`config.mk`:
```
export PLATFORM = sky130hd
export DESIGN_NAME = dmem_arbiter_flat
export DESIGN_NICKNAME = d
export VERILOG_FILES = /design/src/rtl/dmem_arbiter_if.sv /design/src/rtl/dmem_arbiter.sv /design/src/flat_wrapper.sv
export SDC_FILE = /design/constraint.sdc
export NUM_CORES = 1
export LEC_CHECK = 0
export BUFFER_PORTS_ARGS = -buffer_cell sky130_fd_sc_hd__buf_2
export CAP_MARGIN = 20
export CORE_MARGIN = 3
export CORE_UTILIZATION = 40
export CTS_BUF_LIST = sky130_fd_sc_hd__clkbuf_8
export DETAILED_ROUTE_END_ITERATION = 16
export PLACE_DENSITY_LB_ADDON = 0.25
export SETUP_SLACK_MARGIN = 0.5
export SYNTH_ARGS = -nofsm -noshare
export SYNTH_HDL_FRONTEND = slang
export SYNTH_SLANG_ARGS = --single-unit
export TNS_END_PERCENT = 100
```
`constraint.sdc`:
```
create_clock -name clk -period 3.9 [get_ports clk]
set_input_delay 0 -clock clk [delete_from_list [all_inputs] [get_ports clk]]
set_output_delay 0 -clock clk [all_outputs]
set_load 0.02 [all_outputs]
```
`src/rtl/dmem_arbiter_if.sv`:
```
// Request/response bundle between the two data-memory requesters, the arbiter and the memory.
// slave is the arbiter's view; master is the requester/memory side.
interface dmem_arbiter_if #(
    parameter int unsigned AW = 32,
    parameter int unsigned DW = 32
);
    logic          req0_valid;
    logic          req0_we;
    logic [AW-1:0] req0_addr;
    logic [DW-1:0] req0_wdata;
    logic          req0_ready;
    logic          req0_rvalid;
    logic [DW-1:0] req0_rdata;

    logic          req1_valid;
    logic          req1_we;
    logic [AW-1:0] req1_addr;
    logic [DW-1:0] req1_wdata;
    logic          req1_ready;
    logic          req1_rvalid;
    logic [DW-1:0] req1_rdata;

    logic          mem_en;
    logic          mem_we;
    logic [AW-1:0] mem_addr;
    logic [DW-1:0] mem_wdata;
    logic [DW-1:0] mem_rdata;

    modport slave (
        input  req0_valid, req0_we, req0_addr, req0_wdata,
        output req0_ready, req0_rvalid, req0_rdata,
        input  req1_valid, req1_we, req1_addr, req1_wdata,
        output req1_ready, req1_rvalid, req1_rdata,
        output mem_en, mem_we, mem_addr, mem_wdata,
        input  mem_rdata
    );

    modport master (
        output req0_valid, req0_we, req0_addr, req0_wdata,
        input  req0_ready, req0_rvalid, req0_rdata,
        output req1_valid, req1_we, req1_addr, req1_wdata,
        input  req1_ready, req1_rvalid, req1_rdata,
        input  mem_en, mem_we, mem_addr, mem_wdata,
        output mem_rdata
    );
endinterface

```
`src/rtl/dmem_arbiter.sv`:
```
// Round-robin arbiter sharing the single-port data memory between the core LSU (port 0) and the
// debug/boot loader (port 1). Optional stall counter: define DMEM_ARB_STALL_CNT_EN.
module dmem_arbiter #(
    parameter int unsigned AW     = 32,
    parameter int unsigned DW     = 32,
    parameter int unsigned RD_LAT = 1
) (
    input  logic           clk,
    input  logic           rst,
    dmem_arbiter_if.slave  bus
`ifdef DMEM_ARB_STALL_CNT_EN
    ,
    output logic [15:0]    stall_cnt
`endif
);
    localparam int unsigned LatW = (RD_LAT > 1) ? $clog2(RD_LAT) : 1;

    typedef enum logic [1:0] {StIdle, StIssue, StWait, StResp} state_e;

    state_e        state_q;
    logic          last_grant_q;
    logic          grant_q;
    logic          we_q;
    logic [AW-1:0] addr_q;
    logic [DW-1:0] wdata_q;
    logic [LatW-1:0] lat_q;
    logic          mem_en_q;
    logic          mem_we_q;
    logic          ready0_q;
    logic          ready1_q;
    logic          rvalid0_q;
    logic          rvalid1_q;
    logic [DW-1:0] rdata0_q;
    logic [DW-1:0] rdata1_q;

    logic any_valid;
    logic pick;

    assign any_valid = bus.req0_valid | bus.req1_valid;
    // Contention goes to whoever was not served last; a lone requester always wins.
    assign pick = (bus.req0_valid && bus.req1_valid) ? ~last_grant_q : bus.req1_valid;

    always_ff @(posedge clk or negedge rst) begin
        if (!rst) begin
            state_q      <= StIdle;
            last_grant_q <= 1'b1;
            grant_q      <= 1'b0;
            we_q         <= 1'b0;
            addr_q       <= '0;
            wdata_q      <= '0;
            lat_q        <= '0;
            mem_en_q     <= 1'b0;
            mem_we_q     <= 1'b0;
            ready0_q     <= 1'b0;
            ready1_q     <= 1'b0;
            rvalid0_q    <= 1'b0;
            rvalid1_q    <= 1'b0;
            rdata0_q     <= '0;
            rdata1_q     <= '0;
        end else begin
            mem_en_q  <= 1'b0;
            mem_we_q  <= 1'b0;
            ready0_q  <= 1'b0;
            ready1_q  <= 1'b0;
            rvalid0_q <= 1'b0;
            rvalid1_q <= 1'b0;
            case (state_q)
                StIdle: begin
                    if (any_valid) begin
                        grant_q  <= pick;
                        we_q     <= pick ? bus.req1_we    : bus.req0_we;
                        addr_q   <= pick ? bus.req1_addr  : bus.req0_addr;
                        wdata_q  <= pick ? bus.req1_wdata : bus.req0_wdata;
                        mem_en_q <= 1'b1;
                        mem_we_q <= pick ? bus.req1_we    : bus.req0_we;
                        ready0_q <= ~pick;
                        ready1_q <= pick;
                        state_q  <= StIssue;
                    end
                end
                StIssue: begin
                    last_grant_q <= grant_q;
                    if (we_q) begin
                        state_q <= StIdle;
                    end else begin
                        lat_q   <= LatW'(RD_LAT - 1);
                        state_q <= StWait;
                    end
                end
                StWait: begin
                    if (lat_q == '0) begin
                        // The port not being answered reads back as zero.
                        rdata0_q  <= grant_q ? '0 : bus.mem_rdata;
                        rdata1_q  <= grant_q ? bus.mem_rdata : '0;
                        rvalid0_q <= ~grant_q;
                        rvalid1_q <= grant_q;
                        state_q   <= StResp;
                    end else begin
                        lat_q <= lat_q - 1'b1;
                    end
                end
                StResp:  state_q <= StIdle;
                default: state_q <= StIdle;
            endcase
        end
    end

    assign bus.req0_ready  = ready0_q;
    assign bus.req1_ready  = ready1_q;
    assign bus.req0_rvalid = rvalid0_q;
    assign bus.req1_rvalid = rvalid1_q;
    assign bus.req0_rdata  = rdata0_q;
    assign bus.req1_rdata  = rdata1_q;
    assign bus.mem_en      = mem_en_q;
    assign bus.mem_we      = mem_we_q;
    assign bus.mem_addr    = addr_q;
    assign bus.mem_wdata   = wdata_q;

`ifdef DMEM_ARB_STALL_CNT_EN
    logic [15:0] stall_q;

    always_ff @(posedge clk or negedge rst) begin
        if (!rst) begin
            stall_q <= '0;
        end else if (bus.req0_valid && !ready0_q && stall_q != 16'hFFFF) begin
            stall_q <= stall_q + 16'd1;
        end
    end

    assign stall_cnt = stall_q;
`endif
endmodule

```
`src/flat_wrapper.sv`:
```
// flat-port wrapper written by rule: the top's interface ports become plain ports
module dmem_arbiter_flat 
#(
    parameter int unsigned AW     = 32,
    parameter int unsigned DW     = 32,
    parameter int unsigned RD_LAT = 1
)
  (clk, rst, bus_req0_valid, bus_req0_we, bus_req0_addr, bus_req0_wdata, bus_req0_ready, bus_req0_rvalid, bus_req0_rdata, bus_req1_valid, bus_req1_we, bus_req1_addr, bus_req1_wdata, bus_req1_ready, bus_req1_rvalid, bus_req1_rdata, bus_mem_en, bus_mem_we, bus_mem_addr, bus_mem_wdata, bus_mem_rdata);
  dmem_arbiter_if #(.AW(AW), .DW(DW)) bus_i ();
  input  logic clk;
  input  logic rst;
  input wire logic [$bits(bus_i.req0_valid)-1:0] bus_req0_valid;
  input wire logic [$bits(bus_i.req0_we)-1:0] bus_req0_we;
  input wire logic [$bits(bus_i.req0_addr)-1:0] bus_req0_addr;
  input wire logic [$bits(bus_i.req0_wdata)-1:0] bus_req0_wdata;
  output wire logic [$bits(bus_i.req0_ready)-1:0] bus_req0_ready;
  output wire logic [$bits(bus_i.req0_rvalid)-1:0] bus_req0_rvalid;
  output wire logic [$bits(bus_i.req0_rdata)-1:0] bus_req0_rdata;
  input wire logic [$bits(bus_i.req1_valid)-1:0] bus_req1_valid;
  input wire logic [$bits(bus_i.req1_we)-1:0] bus_req1_we;
  input wire logic [$bits(bus_i.req1_addr)-1:0] bus_req1_addr;
  input wire logic [$bits(bus_i.req1_wdata)-1:0] bus_req1_wdata;
  output wire logic [$bits(bus_i.req1_ready)-1:0] bus_req1_ready;
  output wire logic [$bits(bus_i.req1_rvalid)-1:0] bus_req1_rvalid;
  output wire logic [$bits(bus_i.req1_rdata)-1:0] bus_req1_rdata;
  output wire logic [$bits(bus_i.mem_en)-1:0] bus_mem_en;
  output wire logic [$bits(bus_i.mem_we)-1:0] bus_mem_we;
  output wire logic [$bits(bus_i.mem_addr)-1:0] bus_mem_addr;
  output wire logic [$bits(bus_i.mem_wdata)-1:0] bus_mem_wdata;
  input wire logic [$bits(bus_i.mem_rdata)-1:0] bus_mem_rdata;
  assign bus_i.req0_valid = bus_req0_valid;
  assign bus_i.req0_we = bus_req0_we;
  assign bus_i.req0_addr = bus_req0_addr;
  assign bus_i.req0_wdata = bus_req0_wdata;
  assign bus_req0_ready = bus_i.req0_ready;
  assign bus_req0_rvalid = bus_i.req0_rvalid;
  assign bus_req0_rdata = bus_i.req0_rdata;
  assign bus_i.req1_valid = bus_req1_valid;
  assign bus_i.req1_we = bus_req1_we;
  assign bus_i.req1_addr = bus_req1_addr;
  assign bus_i.req1_wdata = bus_req1_wdata;
  assign bus_req1_ready = bus_i.req1_ready;
  assign bus_req1_rvalid = bus_i.req1_rvalid;
  assign bus_req1_rdata = bus_i.req1_rdata;
  assign bus_mem_en = bus_i.mem_en;
  assign bus_mem_we = bus_i.mem_we;
  assign bus_mem_addr = bus_i.mem_addr;
  assign bus_mem_wdata = bus_i.mem_wdata;
  assign bus_i.mem_rdata = bus_mem_rdata;
  dmem_arbiter #(.AW(AW), .DW(DW), .RD_LAT(RD_LAT)) u_core (.clk(clk), .rst(rst), .bus(bus_i));
endmodule
```
# Word-level counts from Yosys, hierarchy flattened
# Index checks and enable logic that the tools add are counted.
# totals
inputBits,166
out_inout_bits,134
reg_bits,140
elab_cells,59
# classes
n_mux,25
n_reduce_logical,7
n_bitwise,5
n_addsub,1
n_eq_ne,6
# ops
op,n
$mux 32,4
$mux 1,16
$pmux 2 s4,1
$reduce_and 2->1,4
$mux 2,3
$eq 2x2->1 const B,2
$ne 2x2->1 const B,2
$not 1->1,4
$eq 2x1->1 const B,1
$logic_not 2->1,1
$ne 2x1->1 const B,1
$pmux 1 s2,1
$reduce_bool 2->1,1
$logic_and 1x1->1,1
$or 1x1->1,1
$sub 1x1->1 const B,1

# Depth between registers and ports, before layout
# Gate-level depths: netlist of run 1.
# logic_depth
ltp_word,5
depth_mapped,7
ltp_nobuf,4

# Worst setup path before layout of run 1
# Ideal clock, no wire load.
# synth_timing
kind,register -> register
from,register u_core.last_grant_q
to,"register u_core.wdata_q[16], in the netlist u_core.bus.mem_wdata[16]"
t_arrival_ns,1.218
path_buffers,2
synth_period_minus_slack_ns,1.299
stages_incl_launch_ff,6
setup_slack_ns,2.601
required_time_ns,3.819
setup_ns,0.081
path_cell_list,dfstp_2 a21bo_2 buf_2 buf_2 nand2_1 a31oi_2
# synth_via
elab_chain_len,3
# synth_lines
element,line_no,text
start: declaration,dmem_arbiter.sv:21,logic last_grant_q;
start signal: assignment,dmem_arbiter.sv:82,last_grant_q <= grant_q;
$not 1->1,dmem_arbiter.sv:41,assign pick = (bus.req0_valid && bus.req1_valid) ? ~last_grant_q : bus.req1_valid;
$mux 1,dmem_arbiter.sv:41,
$mux 32,dmem_arbiter.sv:73,wdata_q <= pick ? bus.req1_wdata : bus.req0_wdata;
end signal: assignment,dmem_arbiter.sv:73,
end: declaration,dmem_arbiter.sv:25,logic [DW-1:0] wdata_q;
# Every way passes these cells.
# A chain may end at the register's enable or synchronous reset.

# Worst setup path in the final report of run 1
# layout_timing
from,register u_core.last_grant_q
to,"register u_core.mem_we_q, in the netlist u_core.bus.mem_we"
# layout_via
elab_chain_len,5
# layout_lines
element,line_no,text
$not 1->1,dmem_arbiter.sv:41,
$mux 1,dmem_arbiter.sv:41,
$mux 1,dmem_arbiter.sv:75,mem_we_q <= pick ? bus.req1_we : bus.req0_we;
$mux 1,dmem_arbiter.sv:69,if (any_valid) begin
$mux 1,dmem_arbiter.sv:67,case (state_q)
end signal: assignment,dmem_arbiter.sv:75,
end: declaration,dmem_arbiter.sv:28,logic mem_we_q;
# Every way passes these cells.

==> results.md, run 1 <==
- Net Count, Synth: 833
- Met2 wire len: 10100 um
- Yosys reg bits: 139
- Crit path time final: ~2.9 ns
- Pint: 0.00431 W
- Fin crit share: 73.9%
- Leakage: 4.75 nW
- # rows: 43
- CP Data Required Time: ~4.2 ns
- CTS H-tree lvls: 4
- Setup crit start kind: register
- Max-cap viol count: 0
- Gate power share: 50.2%
- Crit path DAT: roughly 3.2 ns
- CTS Buffer Depth: 2
- Port Buffers: 299
- Vias: roughly 6700
- Crit. Startpoint: u_core.last_grant_q
- CTS tree: yes
- Post-synth top cells: 257 x nand2_1, 138 x dfrtp_1, 66 x a21oi_1
- Share of layout cells above drive strength 1: 31.5%
- Least-Margin Pin Slew: 0.996 ns
- Number of enable flip-flop cells after synthesis: 0
- Die Height: 128 um
- DR WL/cell: approximately 16 um
- Share of the synthesized area in the top cell type: 58.1%
- Finished Layout Cells: 1299
- Starting density of the core: 41.9%
- Overall Global Routing Usage: 25.4%
- Routed Antenna Nets: 0
- Core ar.: 14200 um2
- Largest net degree at the start of global routing: 132
- Dpl hpwl: 12500 um
- DIE AREA: 16400 um2
- Worst reg2reg path endpoint: u_core.bus.mem_we
- Detailed Routing Iterations Pass 1: 5
- Vias in the first global route: about 6700
- Clk pwr share: about 17%
- Post-Syn Area: 5950 um2
- DRC: 0
- TritonCTS buffer count: 17
- Clock latency on the worst-skew pair: 0.45 ns
- Max-slew violations: 0
- Reg2Reg Launch Point: u_core.last_grant_q
- M1 WL: 8130 um
- Worst R2R Path Depth: 5
- Routed met3 length: between 1500 and 2000 um
- Top layer in use: met4
- Mean Syn Cell Area: approximately 9 um2
- Area leader, netlist: dfrtp_1
- Setup TNS: 0 ns
- CP max FO: 42
- Vias/cell: just over 5
- Final setup violating endpoints: 0
- Global placement routability congestion: 0.802
- Setup crit end: u_core.bus.mem_we
- Layout area overhead: 61.5%
- Max-slew headroom: 33.6%
- Most used DFF post-synth: dfrtp_1
- Sw Pwr: 0.00309 W
- RSZ-0062 raised after global routing: false
- Die Width: 128 um
- Pwr/cell area: a little under 800 nW/um2
- Worst VDD drop: 0.390 mV
- Sw frac: 41.8%
- Initial antenna violation count: 0
- FFs w/ async S/R, synth: 100%
- # fillers: approximately 1100
- R2R Setup Slk: 1.02 ns
- Synth warn: 0
- Final Net Count: 1270
- Sequential area share after synthesis: 58.5%
- Flop pwr share: 32.8%
- Global-route wire length before repair: 33000 um
- Tot Pwr: about 0.0074 W
- Worst clock skew: 0.0193 ns
- Worst hold slack: between 0.2 and 0.25 ns
- Clock transition at path regs: 0.09 ns
- Hold WC Path Type: in2async
- Worst Setup End Kind: register
- Clock sinks: 139
- Placed Cells: 1097
- Crit path kind: reg2reg
- Drt total wl: ~21000 um
- Top cells by area, synth: dfrtp_1 58%, nand2_1 16%, a31oi_1 6.3%
- 1st-iter DRT viols: 477
- Root Buffer: clkbuf_8
- Outcome: complete, no violations
- Top Ports: 300
- Syn Inst Count: ~670
- Fin. Hold Viols: 0
- Netlist cell types: 25
- Fmax: 347 MHz
- Congestion Overflow GR: 0
- Top-count cell post-synth: nand2_1
[flip-flops by register name, indices dropped and copies added (netlist names), named ones only]
name / flops
u_core.grant_q: 1
u_core.bus.req0_ready: 1
u_core.bus.req0_rvalid: 1
u_core.we_q: 1
u_core.bus.req1_ready: 1
u_core.bus.mem_addr: 32
u_core.bus.req0_rdata: 32
u_core.bus.req1_rdata: 32
u_core.bus.mem_wdata: 32
u_core.bus.req1_rvalid: 1
u_core.last_grant_q: 1
u_core.bus.mem_en: 1
u_core.state_q: 1
u_core.bus.mem_we: 1
[worst max-delay path, cell delays in order (launching register included)]
cell and delay (ns):
dfstp_2 0.57, a21bo_2 0.71, mux2i_1 0.26, dlygate4sd3_1 0.60, nor2_1 0.05, dlygate4sd3_1 0.54
[power groups by stage]
stage | registers [W] | clock network [W] | logic, W
floorplan | 0.00318 | 0 | 0.00118
global placement | 0.00242 | 0 | 0.00295
detailed placement | 0.00243 | 0 | 0.00299
CTS | 0.00241 | 0.00128 | 0.00362
global route | 0.00250 | 0.00134 | 0.00403
finish | 0.00243 | 0.00125 | 0.00372
[cells in the final DEF (no fill, tap or decap), types with 2 or more instances in the layout]
master / count
a21oi_1: 66
diode_2: 2
dfrtp_1: 138
clkinv_2: 3
buf_2: 298
buf_4: 8
o21ai_1: 2
nand2_1: 257
a31oi_1: 60
buf_16: 2
bufinv_16: 3
a31oi_2: 4
nor2_1: 6
o21ai_0: 64
clkinvlp_4: 2
dlygate4sd3_1: 166
clkbuf_8: 21
[cells by family after synthesis]
logic type	Yosys count	synth area share, %
AND/OR/NAND/NOR	269	17.3
AO/OA/AOI/OAI	199	18.7
flip-flops	139	58.5
buffers and inverters	59	5.32
multiplexers	1	0.168
[cell type report]
| type | count | area, um2 | area share (%) |
|---|---|---|---|
| antenna | 2 | 5.00 | 0.0521 |
| clock buffer | 21 | 289 | 3.01 |
| clock inverter | 11 | 141 | 1.47 |
| inverter | 2 | 7.51 | 0.0782 |
| multi-input combinational | 469 | 2170 | 22.6 |
| sequential | 139 | 3480 | 36.2 |
| tap | 180 | 225 | 2.35 |
| timing repair buffer | 475 | 3280 | 34.2 |
[routing by layer]
| metal | GRT usage [%] | up-vias |
|---|---|---|
| li1 | - | 3121 |
| met1 | 30.7 | 3099 |
| met2 | 41.1 | 356 |
| met3 | 7.00 | 75 |
| met4 | 13.7 | 0 |
| met5 | 0 | - |
[stage by stage]
step,setup slack [ns],cell area [um2],util (%)
CTS,1.03,9540,67.2
detailed placement,1.82,7450,52.4
global placement,1.87,7450,52.4
global route,0.882,9600,67.6
finish,1.02,9600,67.6
floorplan,2.60,5950,-
[worst min path at each step]
stage | endpoint | slack (ns) | cells past startpoint
3_5_place_dp | u_core.bus.mem_wdata[18] | 0.20 | 1
5_1_grt | u_core.bus.req0_ready | 0.33 | 4
2_1_floorplan | async pin | -0.30 | 0
4_1_cts | u_core.bus.req0_ready | 0.26 | 4
3_3_place_gp | u_core.bus.mem_wdata[18] | 0.22 | 1
6_report | u_core.bus.mem_wdata[18] | 0.23 | 2
[repair_timing]
action / in CTS / in global routing
gates resized for setup: 0 / 0
endpoints found under the hold margin: 238 / 0
buffers inserted: 0 / 0
endpoints found under the setup margin: 0 / 0
hold buffers: 166 / 0
Note: power is estimated with default switching activity, not from simulation.
==> inputs of run 2 (changes only) <==
clock period = 2.4 ns   (was 3.9 ns; I/O delays follow)
==> run 2 against run 1 <==
  * Setup slack worse by 0.32 ns
  * Clock power rose by 47%
  * Core utilization down 0.11 points
  * Critical path type unchanged
  * Highest routed layer unchanged
==> results.md, run 2 (synthesis results as in run 1) <==
- Fin. Hold Viols: 0 (unchanged)
- CTS Buffer Depth: 2 (unchanged)
- Vias: 6789 (+2.1%)
- Outcome: complete, no violations
- Max-slew violations: 0 (unchanged)
- CTS H-tree lvls: 4 (unchanged)
- WHS Path Cells: 4
- Most frequent cells in the layout: 298 x buf_2, 257 x nand2_1, 163 x dlygate4sd3_1
- R2R Setup Slk: 0.70 ns (-0.32 ns)
- DR WL/cell: 17.0 um (+5.2%)
- Final setup violating endpoints: 0 (unchanged)
- Dpl cell area: 7550 um2 (+1.3%)
- Starting density of the core: 41.9% (unchanged)
- Top Ports: 300 (unchanged)
- Pint: 0.00611 W (+42%)
- Max-slew headroom: 64.5% (+31 points)
- Initial antenna violation count: 0 (unchanged)
- Final Worst Setup Slack: 0.703 ns (-0.316 ns)
- Fin crit share: 70.7% (-3.2 points)
- 1st-iter DRT viols: 609 (+28%)
- Largest net degree at the start of global routing: 88 (-33%)
- CP max FO: 52 (+24%)
- Share of layout cells above drive strength 1: 31.6% (+0.085 points)
- Clk pwr share: 16.6% (-0.4 points)
- Crit path kind: reg2reg
- # rows: 43 (unchanged)
- Gate power share: 47.5% (-2.7 points)
- # fillers: 1060 (-2.8%)
- Drt total wl: 22000 um (+5.0%)
- Design area: 9590 um2 (-0.16%)
- Sw Pwr: 0.00496 W (+60%)
- CP bufs+invs: 1 (-1)
- Reg2Reg Launch Point: u_core.last_grant_q
- Root Buffer: clkbuf_8
- Max stage delay on crit path: 0.57 ns (-0.14 ns)
- CP Data Required Time: 2.74 ns (-1.48 ns)
- Global placement routability congestion: 0.822 (+2.5%)
- Core ar.: 14200 um2 (unchanged)
- Max-cap viol count: 0 (unchanged)
- Flop pwr share: 35.9% (+3.1 points)
- Die Width: 128 um (unchanged)
- Worst Setup End Kind: register
- Post_cts resized: 0 (unchanged)
- Global-route wire length before repair: 35200 um (+6.5%)
- Routed Antenna Nets: 0 (unchanged)
- Worst reg2reg path endpoint: u_core.bus.mem_addr[12]
- Hold Path Origin: bus_req1_valid
- Least-Margin Pin Slew: 0.532 ns (-0.464 ns)
- CP cell instances: a21bo_2, buf_12, nand2_1, a31oi_1
- Pwr/cell area: 1150 nW/um2 (+50%)
- Worst R2R Path Depth: 4 (-1)
- Delay-heaviest family, CP: compound AO/OA/AOI/OAI gates
- Detailed Routing Iterations Pass 1: 6 (+1)
- Congestion Overflow GR: 0 (unchanged)
- Setup crit start kind: register
- Most common cell after layout, fill and taps aside: buf_2
- Setup WS pre-CTS: 0.703 ns (-1.12 ns)
- Clock sinks: 139 (unchanged)
- Clock latency on the worst-skew pair: 0.44 ns (about the same)
- Vias in the first global route: 6964 (+3.7%)
- Dpl hpwl: 12600 um (+0.78%)
- Sw frac: 44.8% (+3.0 points)
- Fmax: 589 MHz (+70%)
- Hold WC Path Type: in2reg
- Vias/cell: 5.24 (+2.3%)
- RSZ-0062 raised after global routing: false
- Port Buffers: 299 (unchanged)
- Clock transition at path regs: 0.07 ns (-0.02 ns)
- Leakage: 4.77 nW (+0.36%)
- Layout area overhead: 61.2%
- DRC: 0 (unchanged)
- Hold EP: u_core.bus.mem_we
- Final Net Count: 1269 (-0.079%)
- Highest-delay cell along the critical path: dfstp_2
- Crit path time final: 1.70 ns (-1.18 ns)
- Die Height: 128 um (unchanged)
- CTS tree: yes
- Worst VDD drop: 0.635 mV (+63%)
- Crit path DAT: 2.04 ns (-1.16 ns)
- Overall Global Routing Usage: 26.8% (+1.5 points)
- Setup TNS: 0 ns (unchanged)
- Worst clock skew: 0.0144 ns (-0.00494 ns)
- DIE AREA: 16400 um2 (unchanged)
- TritonCTS buffer count: 17 (unchanged)
run 2: cell types whose count changed in the layout (fill, tap and decap cells not counted), sizes merged:
cell,previous run,this run
dlygate4sd3,166,163
clkinvlp,2,3
clkbuf,21,18
clkinv,5,7
inv,3,2
buf,309,311
bufinv,3,2
run 2: worst max-delay path by stage:
stage / from / to / slack, ns / depth (start not counted)
2_1_floorplan: u_core.last_grant_q / u_core.bus.mem_wdata[16] / 1.10 / 5
3_3_place_gp: u_core.grant_q / u_core.last_grant_q / 0.73 / 2
3_5_place_dp: u_core.grant_q / u_core.bus.req0_rdata[14] / 0.70 / 3
4_1_cts: u_core.grant_q / u_core.last_grant_q / 0.66 / 2
5_1_grt: u_core.last_grant_q / u_core.bus.mem_addr[1] / 0.56 / 4
6_report: u_core.last_grant_q / u_core.bus.mem_addr[12] / 0.70 / 4
run 2: layout make-up:
class	count	area, um2	area share (%)
clock buffer	18	248	2.58
timing repair buffer	474	3320	34.6
antenna	2	5.00	0.0522
multi-input combinational	469	2170	22.7
clock inverter	12	128	1.33
inverter	2	7.51	0.0783
sequential	139	3480	36.3
tap	180	225	2.35
run 2: per-stage QoR:
stage	utilization, %	hold WS (ns)	power [W]	std cells
final	67.5	0.0329	0.0111	1296
after global routing	67.5	0.0353	0.0118	1294
after CTS	67.3	0.00381	0.0110	1293
after detailed placement	53.1	-0.00592	0.00890	1100
after global placement	53.1	-0.00732	0.00882	1100
after floorplan	-	-0.296	0.00709	667
run 2: timing repair:
item | 4_1_cts | 5_1_grt
endpoints found under the hold margin | 243 | 0
hold buffers | 163 | 0
endpoints found under the setup margin | 0 | 0
setup buffers | 0 | 0
run 2: power groups by stage:
stage / logic (W) / registers (W) / clock network (W)
6_report: 0.00526 / 0.00397 / 0.00184
5_1_grt: 0.00573 / 0.00408 / 0.00200
4_1_cts: 0.00515 / 0.00393 / 0.00188
3_5_place_dp: 0.00494 / 0.00396 / 0
3_3_place_gp: 0.00489 / 0.00393 / 0
2_1_floorplan: 0.00192 / 0.00517 / 0
run 2: routing by layer:
metal  vias up  GRT usage (%)  wire length [um]
met5         -              0                 0
met4         0           13.0              1010
met3        87           6.96              1830
met2       443           44.5             10800
met1      3150           32.6              8340
li1       3109              -                 -
run 2: worst register-to-register path: cells and delay by family, from the launching register on:
family | cells | cell delay [ns]
AOI/OAI and AO/OA | 2 | 0.60
DFF | 1 | 0.57
buffers and inverters | 1 | 0.29
and+or+nand+nor | 1 | 0.14
==> inputs of run 3 (changes only) <==
clock period = 1.5 ns   (was 2.4 ns; I/O delays follow)
==> run 3 against run 2 <==
  * Global-route usage rose by 5.3 points
  * Largest cell class is now buffers
  * Count of clock-buffer cells in the layout rose by 7
  * The run now ends with negative hold slack, negative setup slack left
  * Sequential share of layout area fell by 10 points
  * Highest routed layer unchanged
  * Critical endpoint is now u_core.bus.mem_addr[22]
  * Total power rose to 2.5 times the previous value
  * Hold slack got worse by 0.076 ns
  * Combinational power rose to 3.3 times the previous value
  * Core utilization rose by 26 points
  * Clock skew rose by 0.0028 ns
==> results.md, run 3 (synthesis results as in run 1) <==
- Largest net degree at the start of global routing: 65 (-26%)
- Setup TNS: -0.0383 ns (-0.0383 ns)
- DR WL/cell: 26.5 um (+56%)
- Initial antenna violation count: 2 (+2)
- Share of layout cells above drive strength 1: 52.0% (+20 points)
- Layout area overhead: 123%
- Global placement routability congestion: 0.839 (+2.1%)
- Drt total wl: 38700 um (+76%)
- Overall Global Routing Usage: 32.2% (+5.3 points)
- Fmax: 650 MHz (+10%)
- Pwr/cell area: 2110 nW/um2 (+82%)
- Port Buffers: 299 (unchanged)
- Hold_buf cts: 164 (+0.61%)
- Congestion Overflow GR: 0 (unchanged)
- Fin crit share: 103% (+32 points)
- Die Width: 128 um (unchanged)
- Max-slew headroom: 72.9% (+8.4 points)
- Final Worst Setup Slack: -0.0383 ns (-0.742 ns)
- Clock transition at path regs: 0.09 ns (+0.02 ns)
- CTS tree: yes
- DIE AREA: 16400 um2 (unchanged)
- Max-slew violations: 0 (unchanged)
- Core ar.: 14200 um2 (unchanged)
- Routed Antenna Nets: 0 (unchanged)
- Most common cell after layout, fill and taps aside: nand2_1
- DRC: 0 (unchanged)
- Hold WC Path Type: in2async
- Outcome: finished with violations
- Leakage: 6.37 nW (+34%)
- TritonCTS buffer count: 17 (unchanged)
- 1st-iter DRT viols: 1050 (+72%)
- Worst clock skew: 0.0172 ns (+0.00276 ns)
- Detailed Routing Iterations Pass 1: 5 (-1)
- Setup WS pre-CTS: 0.111 ns (-0.591 ns)
- Dpl cell area: 7710 um2 (+2.1%)
- Crit path kind: reg2reg
- Top Ports: 300 (unchanged)
- # fillers: 434 (-59%)
- Starting density of the core: 41.9% (unchanged)
- Root Buffer: clkbuf_8
- Vias: 8980 (+32%)
- CTS Buffer Depth: 2 (unchanged)
- Clock sinks: 139 (unchanged)
- Design area: 13300 um2 (+39%)
- Vias/cell: 6.14 (+17%)
- Worst hold slack: -0.0430 ns (-0.0760 ns)
- Final Net Count: 1433 (+13%)
- Global-route wire length before repair: 41300 um (+17%)
- Fin. Hold Viols: 25 (+25)
- CTS H-tree lvls: 4 (unchanged)
- Crit path time final: 1.54 ns (-0.158 ns)
- Die Height: 128 um (unchanged)
- CP Data Required Time: 1.86 ns (-0.88 ns)
- Vias in the first global route: 7953 (+14%)
- RSZ-0062 raised after global routing: true
- Final setup violating endpoints: 1 (+1)
- Dpl hpwl: 12900 um (+2.5%)
- Max-cap viol count: 0 (unchanged)
- Crit path DAT: 1.90 ns (-0.14 ns)
- Clock latency on the worst-skew pair: 0.47 ns (+0.03 ns)
- Worst VDD drop: 1.17 mV (+84%)
- Most frequent cells in the layout: 168 x nand2_1, 164 x dlygate4sd3_1, 164 x buf_2
- Least-Margin Pin Slew: 0.406 ns (-0.126 ns)
- Finished Layout Cells: 1463 (+13%)
- Setup crit start kind: register
- # rows: 43 (unchanged)
- Failing checks: negative hold slack, negative setup slack
- Worst Setup End Kind: register
- Placed Cells: 1110 (+0.91%)
- CP max FO: 7 (-87%)
==> run 3: cell types whose count changed in the layout (fill, tap and decap cells not counted), sizes merged <==
cell | before | now
dlygate4sd3 | 163 | 164
buf | 311 | 451
diode | 2 | 3
clkinv | 7 | 2
nand2b | 2 | 5
clkbuf | 18 | 45
==> run 3: where the power goes <==
part,switching (W),internal (W),total [W]
combinational,0.00878,0.00854,0.0173
clock,0.00165,0.00185,0.00350
sequential,0.00169,0.00543,0.00712
total,0.0121,0.0158,0.0279
==> run 3: cell type report <==
type,count,area [um2],share of cell area (%)
Timing Repair Buffer,635,6120,46.1
Sequential cell,139,3480,26.2
Multi-Input combinational cell,472,2970,22.4
Clock buffer,25,344,2.59
Tap cell,180,225,1.70
Clock inverter,7,100,0.754
Inverter,2,21.3,0.160
Antenna cell,3,7.51,0.0565
==> run 3: per-layer routing <==
| metal | share of wire, % | vias up | GRT usage [%] |
|---|---|---|---|
| li1 | - | 3457 | - |
| met1 | 31 | 4200 | 35.4 |
| met2 | 47 | 967 | 53.9 |
| met3 | 13 | 356 | 10.6 |
| met4 | 9.1 | 0 | 19.7 |
| met5 | 0 | - | 0 |
==> run 3: critical path, cell delays in order (launching register included) <==
cell,delay [ns]
dfstp_2,0.39
buf_6,0.12
a21boi_4,0.22
buf_12,0.18
clkbuf_16,0.18
nand2_2,0.08
a31oi_1,0.28
==> run 3: what timing repair did <==
item                       in CTS  in global routing
setup endpoints to repair     266                272
pin swaps                       5                110
buffers inserted               43                 74
hold endpoints to repair      270                 25
resized for setup             292                219
gates cloned                    7                 30
==> run 3: stage by stage <==
step / utilization, % / hold slack (ns) / total power, W
after global placement: 54.3 / -0.114 / 0.0145
after detailed placement: 54.3 / -0.112 / 0.0147
after CTS: 79.1 / -0.0318 / 0.0218
after global routing: 93.5 / -0.0322 / 0.0288
final: 93.5 / -0.0430 / 0.0279
after floorplan: - / -0.296 / 0.0118
==> run 3: path summary, 6_finish.rpt <==
kind	startpoint	to	slack, ns	cells past startpoint
setup reg to reg	u_core.last_grant_q	u_core.bus.mem_addr[22]	-0.04	6
hold / removal	rst	u_core.bus.req0_rdata[17]	-0.04	2
max in group asynchronous	rst	u_core.bus.req0_rdata[29]	0.86	3
min in group clk	bus_req1_valid	u_core.we_q	0.08	4
hold reg to reg	u_core.we_q	register	0.47	1
setup / recovery	u_core.last_grant_q	u_core.bus.mem_addr[22]	-0.04	6
